**src/rtl/sram_rd_pipe.sv**
```systemverilog
// Valid/data delay line for read returns; output reflects the input RD_LAT edges earlier.
module sram_rd_pipe #(
   parameter int unsigned DATA_W = 8,
   parameter int unsigned RD_LAT = 1
) (
   input  logic              i_clk,
   input  logic              i_reset_n,
   input  logic              i_flush,
   input  logic              i_valid,
   input  logic [DATA_W-1:0] i_data,
   output logic              o_valid,
   output logic [DATA_W-1:0] o_data
);

   logic [RD_LAT-1:0] r_valid;
   logic [DATA_W-1:0] r_data [RD_LAT];

   always_ff @(posedge i_clk or negedge i_reset_n) begin
      if (!i_reset_n) begin
         r_valid <= '0;
         for (int i = 0; i < RD_LAT; i++) begin
            r_data[i] <= '0;
         end
      end else if (i_flush) begin
         r_valid <= '0;
      end else begin
         r_valid[0] <= i_valid;
         r_data[0]  <= i_data;
         for (int i = 1; i < RD_LAT; i++) begin
            r_valid[i] <= r_valid[i-1];
            r_data[i]  <= r_data[i-1];
         end
      end
   end

   assign o_valid = r_valid[RD_LAT-1];
   assign o_data  = r_data[RD_LAT-1];

endmodule

```
**config.mk**
```make
export PLATFORM = sky130hd
export DESIGN_NAME = sram_rd_pipe
export DESIGN_NICKNAME = d
export VERILOG_FILES = /design/src/rtl/sram_rd_pipe.sv
export SDC_FILE = /design/constraint.sdc
export NUM_CORES = 1
export LEC_CHECK = 0
export BUFFER_PORTS_ARGS = -buffer_cell sky130_fd_sc_hd__buf_2
export CELL_PAD_IN_SITES_DETAIL_PLACEMENT = 0
export CELL_PAD_IN_SITES_GLOBAL_PLACEMENT = 1
export CORE_AREA = 2 2 39 41
export CTS_BUF_LIST = sky130_fd_sc_hd__clkbuf_8
export DETAILED_ROUTE_END_ITERATION = 7
export DIE_AREA = 0 0 41 43
export GPL_TIMING_DRIVEN = 0
export PLACE_DENSITY = 0.72
export SYNTH_ARGS = -nofsm -noshare
export SYNTH_HDL_FRONTEND = slang
export SYNTH_SLANG_ARGS = --single-unit
```
**constraint.sdc**
```tcl
create_clock -name i_clk -period 1.3 [get_ports i_clk]
set_clock_uncertainty 0.2 [all_clocks]
set_input_delay 0.195 -clock i_clk [delete_from_list [all_inputs] [get_ports i_clk]]
set_output_delay 0.195 -clock i_clk [all_outputs]
set_load 0.01 [all_outputs]
```
After elaboration in Yosys (flattened, before gate mapping):

Cells that the tools add are included.

* word-level logic and storage cells: 3
* input port bits: 12
* flip-flop bits (word level): 9
* output and inout bits: 9

* multiplexer cells: 1

Operator list (number)
* $mux W1: 1

Logic depth before layout (Yosys ltp):

* depth in word-level cells: 1
* mapped depth: 2

Worst setup path before layout:

Ideal clock, no wire load.

* path type: register to register
* start point: reg, netlist name o_data[0]
* end point: reg r_data, in the netlist o_data[0]
* arrival time: 644 ps
* required time: 975 ps
* buffers on the path: 0
* setup slack: 331 ps
* clock period less this slack: 969 ps
* stages on the path, launching flop included: 2
* path through: dfrtp_1 mux2_4

RTL lines
* to (signal, indexed assignment): line 31 `r_data[i] <= r_data[i-1];`
* to (decl): line 16 `logic [DATA_W-1:0] r_data [RD_LAT];`

Worst setup path after layout:

* start point: in i_data[5]
* end point: reg r_data, in the netlist o_data[5]

RTL lines
* from (decl): line 10 `input logic [DATA_W-1:0] i_data,`

No word-level cell between the ends.

==> flow_summary.ini <==
[outcome]
status = complete, no violations

[synth]
synth_area_leaders = dfrtp_1 (62%), mux2_4 (33%), buf_6 (3.1%)
synth_compound_area_share_pct = 0
synth.distinct_cells = 4
yosys_most_used_dff = dfrtp_1
synth_top_area_share_pct = 61.6
synth_top_family_by_area = multiplexers
synthMuxAreaShare_pct = 32.9
yosys.area.top_type = dfrtp_1
synth_area_per_cell_um2 = 19.2
ys_seq_elements = 9
syn_inst = 19
synthAdderAreaFrac_pct = 0
synthTopCellsByCount = dfrtp_1 (9), mux2_4 (8), and2b_2 (1), buf_6 (1)
synth_edf_count = 0
synth_xor_area_share_pct = 0
yosysMostFrequentCell = dfrtp_1
syn_area_um2 = 365
synth_fp_nets = 31
synth-simple-area-share_pct = 2.40
async_flop_share_pct = 100
ys_seq_area_share_pct = 61.6
yosysWarnings = 0

[sta]
min_period_over_period_pct = 91.9
relSlewSlack_pct = 87.2
rsz0062_at_grt = no
fmax_mhz = 837
setup_viol = 0
post-route-min-period_ns = 1.19
worst_pin_slew_ns = 0.192
fin_hold_ws_ns = 0.00465
slew_violations = 0
hold_violations = 0
setup_ws_ns = 0.106
tns_ns = 0

[floorplan]
io_pins = 21
core_mm2 = 0.00138
initial_utilization_pct = 26.4
dieWidth_um = 41
fp.dieArea_mm2 = 0.00176
rows = 14
fp.dieH_um = 43

[final_layout]
n_fill_cell = 134
syn_to_final_growth_pct = 63.0
drive_above_1_share_pct = 65.3
fin_nets = 62
fin_util_pct = 43.0
antenna_cells = 0
final_area_um2 = 596

[clock_tree]
numClockSinks = 9
clkTransAtPathRegs_ns = 0.04
cts-resized-gates = 0
cts_tree = done
postCtsSetupBuffers = 0
clockBufferDepth = 2
numCtsBuffers = 3
holdBufCountCts = 7
insertion_delay_ns = 0.23
cts_root_buf = clkbuf_8
h-tree-depth = 1

[critical_path]
end_kind = flop
worst-setup-path-type = in -> reg
timing.rr.start = o_data[2]$_DFFE_PN0N_
critPathMaxFanout = 1
rr_worst_depth = 1
timing.reg2reg.setup_slack_ns = 0.34
arrival_ns = 1.10
timing.rr.end = o_data[2]$_DFFE_PN0N_
cp-start-kind = input pin
worstPathRequired_ns = 1.21

[grt]
grt_max_degree = 10
grt_pass1_vias = 280
grt_overflow = 0
antenna_found_initial = 0
grt_pass1_wl_mm = 1.24
grt_use_total_pct = 11.4

[run]
max-cap-violations = 0

[routing]
drt-initial-drc-count = 2
drt-pass1-iter-count = 2
vias = 272
wirelength_um = 752
antenna_left = 0
wire_per_inst_um = 11.6
via_per_inst = 4.18
drcViolationCount = 0

[place]
placed_area_um2 = 480
hpwlAfterDp_um = 539
io_buffers = 19
gp_congestion = 0.654
dp_slack_ns = 0.326

[min_path]
worstHoldPathType = in -> reg
hold_depth = 2
hold_end = o_data[0]$_DFFE_PN0N_
hold_path_startpoint = i_data[0]

[pwr]
power_density_mw_per_mm2 = 1270
power_leakage_nw = 0.315
max-vdd-ir-drop_uv = 706
layout by cell type, fill, tap and decap left out, drive strengths merged:
cell	count
buf	20
dfrtp	9
mux2	8
dlygate4sd3	7
clkbuf	3
and2b	1
inv	1
registers in the layout, indices dropped and copies added (netlist names):
signal   count
o_data       8
o_valid      1
through the flow:
stage | power (mW) | cells
2_1_floorplan | 0.389 | 19
3_3_place_gp | 0.440 | 54
3_5_place_dp | 0.443 | 54
4_1_cts | 0.771 | 65
5_1_grt | 0.799 | 65
6_report | 0.756 | 65
power by group:
group / switching [mW] / total [mW] / leakage (nW) / internal, mW
registers: 0.0136 / 0.322 / 0.106 / 0.308
clock network: 0.0990 / 0.304 / 0.0269 / 0.205
logic: 0.0478 / 0.131 / 0.182 / 0.0828
total: 0.160 / 0.756 / 0.315 / 0.595
kinds of logic after synthesis:
| group | Yosys count |
|---|---|
| mux | 8 |
| buf+inv | 1 |
| simple gates | 1 |
| flops | 9 |
critical path, cell delays in order:
cell           delay [ns]
dlygate4sd3_1        0.53
buf_2                0.12
mux2_4               0.26
cell type report:
type / count / area [um^2] / share of cell area [%]
plain buffers: 1 / 11.3 / 1.89
clock buffers: 3 / 41.3 / 6.93
clock inverters: 1 / 3.75 / 0.630
multi-input cells: 9 / 129 / 21.6
flip-flops and latches: 9 / 225 / 37.8
well taps: 16 / 20.0 / 3.36
repair buffers: 26 / 165 / 27.7
metal layers:
layer	GRT usage, %	routed length (um)
met2	17.5	453
met1	10.7	247
met3	6.28	31
met5	0	0
met4	8.00	19
how the worst max path moves through the flow:
stage | slack, ns | end | from
CTS | 0.12 | o_data[1]$_DFFE_PN0N_ | i_data[1]
global placement | 0.33 | o_data[2]$_DFFE_PN0N_ | i_flush
global route | 0.1 | o_data[5]$_DFFE_PN0N_ | i_data[5]
floorplan | 0.33 | o_data[0]$_DFFE_PN0N_ | o_data[0]$_DFFE_PN0N_
finish | 0.11 | o_data[5]$_DFFE_PN0N_ | i_data[5]
detailed placement | 0.33 | o_data[0]$_DFFE_PN0N_ | i_flush
Note: power is estimated with default switching activity, not from simulation.
